### config.mk
export PLATFORM = sky130hd
export DESIGN_NAME = spu_rsp_retire
export DESIGN_NICKNAME = d
export VERILOG_FILES = /design/src/rtl/spu_rsp_retire_pkg.sv /design/src/rtl/nou_sync_fifo.sv /design/src/rtl/spu_rsp_retire.sv
export SDC_FILE = /design/constraint.sdc
export NUM_CORES = 1
export LEC_CHECK = 0
export ABC_CLOCK_PERIOD_IN_PS = 1900
export CAP_MARGIN = 10
export CELL_PAD_IN_SITES_DETAIL_PLACEMENT = 1
export CELL_PAD_IN_SITES_GLOBAL_PLACEMENT = 2
export CORE_MARGIN = 4
export CORE_UTILIZATION = 36
export CTS_BUF_LIST = sky130_fd_sc_hd__clkbuf_2
export DETAILED_ROUTE_END_ITERATION = 7
export PLACE_DENSITY = 0.85
export SYNTH_ARGS = -nofsm -noshare
export SYNTH_HDL_FRONTEND = slang
export SYNTH_SLANG_ARGS = --single-unit
### constraint.sdc
create_clock -name clk -period 1.9 [get_ports clk]
set_clock_uncertainty 0.1 [all_clocks]
set_input_delay 0.38 -clock clk [delete_from_list [all_inputs] [get_ports clk]]
set_output_delay 0.38 -clock clk [all_outputs]
set_load 0.05 [all_outputs]
### src/rtl/spu_rsp_retire_pkg.sv
// Shared NOU response widths and the packed response record carried through the retire FIFO.
// Width macros fall back to local defaults when the shared NOU defines are not already loaded.
`ifndef NOU_SID_WIDTH
`define NOU_SID_WIDTH 8
`endif
`ifndef NOU_RSP_TYPE_ID_WIDTH
`define NOU_RSP_TYPE_ID_WIDTH 4
`endif
`ifndef NOU_PKT_ID_WIDTH
`define NOU_PKT_ID_WIDTH 8
`endif
`ifndef NOU_ERR_CODE_WIDTH
`define NOU_ERR_CODE_WIDTH 8
`endif

package spu_rsp_retire_pkg;
    localparam int SID_W   = `NOU_SID_WIDTH;
    localparam int RTYPE_W = `NOU_RSP_TYPE_ID_WIDTH;
    localparam int PKT_W   = `NOU_PKT_ID_WIDTH;
    localparam int ERR_W   = `NOU_ERR_CODE_WIDTH;

    typedef struct packed {
        logic [SID_W-1:0]   sid;
        logic [RTYPE_W-1:0] rtype;
        logic [PKT_W-1:0]   pkt_id;
        logic               status;
        logic [ERR_W-1:0]   err_code;
    } nou_rsp_t;
endpackage

### src/rtl/nou_sync_fifo.sv
// Single-clock FIFO with an unregistered head read and an occupancy count.
// count_next is exported so the owner can register full-ness on the same edge as the push.
module nou_sync_fifo #(
    parameter type data_t = logic [7:0],
    parameter int  DEPTH  = 4
) (
    input  logic                   clk,
    input  logic                   rst,
    input  logic                   push,
    input  data_t                  wr_data,
    input  logic                   pop,
    output data_t                  rd_data,
    output logic [$clog2(DEPTH):0] count,
    output logic [$clog2(DEPTH):0] count_next
);
    localparam int AW = $clog2(DEPTH);

    data_t         mem [DEPTH];
    logic [AW-1:0] wr_ptr;
    logic [AW-1:0] rd_ptr;

    always_comb begin
        count_next = count;
        case ({push, pop})
            2'b10:   count_next = count + 1'b1;
            2'b01:   count_next = count - 1'b1;
            default: count_next = count;
        endcase
    end

    // Storage is deliberately left out of reset; head data is only meaningful when count != 0.
    always_ff @(posedge clk) begin
        if (push) mem[wr_ptr] <= wr_data;
    end

    always_ff @(posedge clk or posedge rst) begin
        if (rst) begin
            wr_ptr <= '0;
            rd_ptr <= '0;
            count  <= '0;
        end else begin
            if (push) wr_ptr <= wr_ptr + 1'b1;
            if (pop)  rd_ptr <= rd_ptr + 1'b1;
            count <= count_next;
        end
    end

    assign rd_data = mem[rd_ptr];
endmodule

### src/rtl/spu_rsp_retire.sv
// Retire collector at the tail of the SPU response register stage: FIFO capture, hold
// backpressure toward the register stage, outbound valid/ready drain, and CSR error tracking.
module spu_rsp_retire
    import spu_rsp_retire_pkg::*;
#(
    parameter int DEPTH = 4,
    parameter int CNT_W = 16
) (
    input  logic               clk,
    input  logic               rst,
    input  logic               rsp_vld,
    input  logic [SID_W-1:0]   rsp_sid,
    input  logic [RTYPE_W-1:0] rsp_rtype,
    input  logic [PKT_W-1:0]   rsp_pkt_id,
    input  logic               rsp_status,
    input  logic [ERR_W-1:0]   rsp_err_code,
    output logic               retire_keep,
    output logic               out_vld,
    input  logic               out_rdy,
    output logic [SID_W-1:0]   out_sid,
    output logic [RTYPE_W-1:0] out_rtype,
    output logic [PKT_W-1:0]   out_pkt_id,
    output logic               out_status,
    output logic [ERR_W-1:0]   out_err_code,
    input  logic               err_clr,
    output logic [CNT_W-1:0]   err_cnt,
    output logic               err_seen,
    output logic [SID_W-1:0]   last_err_sid,
    output logic [ERR_W-1:0]   last_err_code
);
    localparam int CW = $clog2(DEPTH) + 1;

    nou_rsp_t      wr_rsp;
    nou_rsp_t      head;
    logic          acc;
    logic          pop;
    logic [CW-1:0] count;
    logic [CW-1:0] count_next;

    // The register stage holds its outputs under keep, so a held entry is taken once keep drops.
    assign acc    = rsp_vld & ~retire_keep;
    assign pop    = out_vld & out_rdy;
    assign wr_rsp = '{sid: rsp_sid, rtype: rsp_rtype, pkt_id: rsp_pkt_id,
                      status: rsp_status, err_code: rsp_err_code};

    nou_sync_fifo #(
        .data_t (nou_rsp_t),
        .DEPTH  (DEPTH)
    ) u_fifo (
        .clk        (clk),
        .rst        (rst),
        .push       (acc),
        .wr_data    (wr_rsp),
        .pop        (pop),
        .rd_data    (head),
        .count      (count),
        .count_next (count_next)
    );

    assign out_vld      = (count != '0);
    assign out_sid      = head.sid;
    assign out_rtype    = head.rtype;
    assign out_pkt_id   = head.pkt_id;
    assign out_status   = head.status;
    assign out_err_code = head.err_code;

    always_ff @(posedge clk or posedge rst) begin
        if (rst) retire_keep <= 1'b0;
        else     retire_keep <= (count_next == CW'(DEPTH));
    end

    // A same-cycle clear beats the increment, but the last-error capture still happens.
    always_ff @(posedge clk or posedge rst) begin
        if (rst) begin
            err_cnt       <= '0;
            err_seen      <= 1'b0;
            last_err_sid  <= '0;
            last_err_code <= '0;
        end else begin
            if (err_clr) begin
                err_cnt  <= '0;
                err_seen <= 1'b0;
            end else if (acc && rsp_status) begin
                err_seen <= 1'b1;
                if (err_cnt != '1) err_cnt <= err_cnt + 1'b1;
            end
            if (acc && rsp_status) begin
                last_err_sid  <= rsp_sid;
                last_err_code <= rsp_err_code;
            end
        end
    end
endmodule

==> out/qor.csv <==
metric,value,unit
status,"finished, violations left",
violations,setup timing,
slew_viol_final,0,
synth_nets,398,
gp_congestion,0.787,
areaGrowthSynthToFinish,46.5,%
grt_pass1_wl,24600,um
path_cells,"buf_6, clkbuf_16, mux4_2, buf_12",
chipHeight,139,um
grt_max_degree,42,
overflow,0,
holdCritPathClass,primary input to register,
drive_above_1_share,47.8,%
cts_tree,built,
critical_path_required,1.42,ns
avgRoutedWirePerCell,20.8,um
p_per_area,1500,nW/um2
cp-start-kind,register,
pwr-share-comb,52.1,%
core-area,16600,um2
ir_drop,821,uV
yosysWarnings,0,
drtIter0Drc,211,
crit_buf_inv,3,
first_global_vias,4384,
rows,47,
io_pins,98,
rsz0062_at_grt,true,
p_clk_share,14.0,%
finalSetupTns,-20.67,ns
crit_path_top_delay_cell,mux4_2,
swShare,37.0,%
worstPathMaxFanout,5,
wl,16200,um
syn_inst,357,
slowest_delay,0.54,ns
port_buffers,97,
max_clock_freq,383,MHz
clock-sinks,157,
cts_root_buf,clkbuf_2,
drtPass1Iterations,4,
diodes,0,
end_kind,output pin,
place_area,8050,um2
clockBufferDepth,2,
htreeDepth,4,
power.switching,5.00,mW
fin_worst_hold_slack,0.195,ns
clkTransAtPathRegs,0.22,ns
track_usage,16.8,%
num_vias,3886,
fp.dieW,139,um
post-place-cells,699,
p_int,8.52,mW
start_util,36.9,%
worstSetupPathType,register to output pin,
remaining_drc_errors,0,
finalPower,13.5,mW
syn_avg_cell_area,17.2,um2
layoutNonFillerInstCount,779,
p_leak,3.43,nW
worstPathArrival,2.13,ns
nets,587,
tightestPinTransition,0.456,ns
cts_buffers,17,
ys_types,40,
finalHoldViolations,0,
ys_seq_area_share,73.4,%
synth-seq-cells,157,
setup_viol,41,
sequentialPowerShare,33.9,%
cap_violations,0,
via_per_inst,4.99,
dp_hpwl,10500,um
finalCriticalPeriod,2.61,ns
die_area,19200,um2
antenna_found_initial,0,
design_area,9000,um2
slew_headroom,69.6,%
synth_area,6140,um2
drtAntennaViolNets,0,
setup_ws,-0.714,ns
post-route-period-util,138,%
clock_latency,0.69,ns
crit_family,multiplexers,
==> kinds of logic after synthesis <==
group           synth area share [%]
fa+ha+maj                       1.55
compound gates                  3.40
mux                             11.0
flops                           73.4
xor+xnor                       0.998
simple gates                    8.33
buf+inv                         1.36
==> cell usage in the layout (no fill, tap or decap), types with 5 or more instances in the layout <==
master,synthesis,routed
dfrtp_1,41,23
nand2_1,57,57
nand3_1,5,5
buf_6,0,42
nor2_1,6,5
a21oi_1,13,7
clkbuf_2,0,21
clkdlybuf4s50_1,0,33
or3_4,1,5
buf_4,0,61
inv_1,9,7
edfxtp_1,116,116
buf_12,0,41
or3_1,10,6
dfrtp_2,0,18
a21oi_2,0,6
mux4_2,29,29
==> routing by layer <==
layer / wire length (um) / GRT usage [%] / up-vias
li1: - / - / 1746
met1: 6390 / 19.4 / 2008
met2: 8770 / 30.1 / 113
met3: 714 / 4.62 / 19
met4: 296 / 5.66 / 0
met5: 0 / 0 / -
==> repair_timing <==
action,4_1_cts,5_1_grt
hold endpoints to repair,41,0
resized for setup,24,53
endpoints found under the setup margin,55,76
gates cloned,1,1
setup buffers,29,16
hold buffers,1,0
pin swaps,2,23
==> Yosys cell counts <==
library cell | n | area [um2]
a21oi_1 | 13 | 65.1
and2_1 | 5 | 31.3
and3_1 | 1 | 6.26
and3b_1 | 1 | 8.76
buf_1 | 2 | 7.51
buf_2 | 4 | 20.0
clkbuf_1 | 6 | 22.5
dfrtp_1 | 41 | 1030
edfxtp_1 | 116 | 3480
fa_1 | 1 | 20.0
ha_1 | 6 | 75.1
inv_1 | 9 | 33.8
mux2i_1 | 2 | 20.0
mux4_2 | 29 | 653
nand2_1 | 57 | 214
nand2b_1 | 1 | 6.26
nand3_1 | 5 | 25.0
nand3_2 | 1 | 10.0
nand3b_1 | 1 | 7.51
nand4_1 | 1 | 6.26
nand4_2 | 2 | 25.0
nor2_1 | 6 | 22.5
nor2b_1 | 1 | 6.26
nor3_1 | 3 | 15.0
nor3b_1 | 1 | 7.51
nor4_1 | 1 | 6.26
o211ai_1 | 1 | 7.51
o21ai_0 | 5 | 25.0
o21ai_1 | 4 | 20.0
o311ai_2 | 1 | 16.3
o31a_1 | 1 | 8.76
o31ai_1 | 4 | 30.0
o41ai_1 | 1 | 8.76
o41ai_4 | 1 | 27.5
or3_1 | 10 | 62.6
or3_4 | 1 | 11.3
or4_1 | 4 | 30.0
or4b_1 | 1 | 10.0
xnor2_1 | 3 | 26.3
xor2_1 | 4 | 35.0
==> area by class of cell <==
| type | instances | area (um2) |
|---|---|---|
| Clock buffer | 21 | 105 |
| Multi-Input combinational cell | 179 | 1740 |
| Tap cell | 220 | 275 |
| Fill cell | 1546 | 7640 |
| Sequential cell | 157 | 4530 |
| Timing Repair Buffer | 182 | 2170 |
| Clock inverter | 11 | 145 |
| Inverter | 9 | 33.8 |
==> stage by stage <==
step	worst slack [ns]	utilization (%)
after detailed placement	-0.576	48.4
after CTS	-0.823	52.0
after global placement	-0.401	48.4
after floorplan	-0.212	-
final	-0.714	54.1
after global routing	-0.878	54.1
==> worst reg2reg max path, stage by stage (launching register included) <==
cell,delay (ns)
dfrtp_1,0.42
or3_4,0.40
and2_4,0.16
ha_4,0.16
inv_2,0.05
fa_2,0.20
xor2_1,0.16
nor2_1,0.07
xor2_1,0.16
nor3b_2,0.19
==> registers in the layout, summed over array words and instances (netlist names) <==
signal and count:
u_fifo.wr_ptr 2, retire_keep 1, last_err_sid 8, err_cnt 16, u_fifo.mem 116, u_fifo.rd_ptr 2, u_fifo.count 3, last_err_code 8
err_seen 1
==> power groups by stage <==
stage | sequential (mW) | combinational, mW | clock [mW]
after floorplan | 4.93 | 3.13 | 0
after global placement | 4.62 | 6.49 | 0
after detailed placement | 4.69 | 6.62 | 0
after CTS | 4.58 | 6.92 | 1.97
after global routing | 4.64 | 7.37 | 2.13
final | 4.59 | 7.04 | 1.89
==> path summary, 6_finish.rpt <==
path,startpoint,endpoint,slack (ns),depth (start not counted)
max reg2reg,u_fifo.count[0]$_DFF_PP0_,retire_keep$_DFF_PP0_,-0.24,9
max in group asynchronous,rst,err_cnt[12]$_DFFE_PP0P_,1.01,4
min reg2reg,last_err_sid[5]$_DFFE_PP0P_,last_err_sid[5]$_DFFE_PP0P_,0.41,2
min,rsp_rtype[1],u_fifo.mem[0][18]$_DFFE_PP_,0.19,1
min in group asynchronous,rst,retire_keep$_DFF_PP0_,0.44,4
max,u_fifo.rd_ptr[0]$_DFFE_PP0P_,out_err_code[4],-0.71,4
Note: power is estimated with default switching activity, not from simulation.
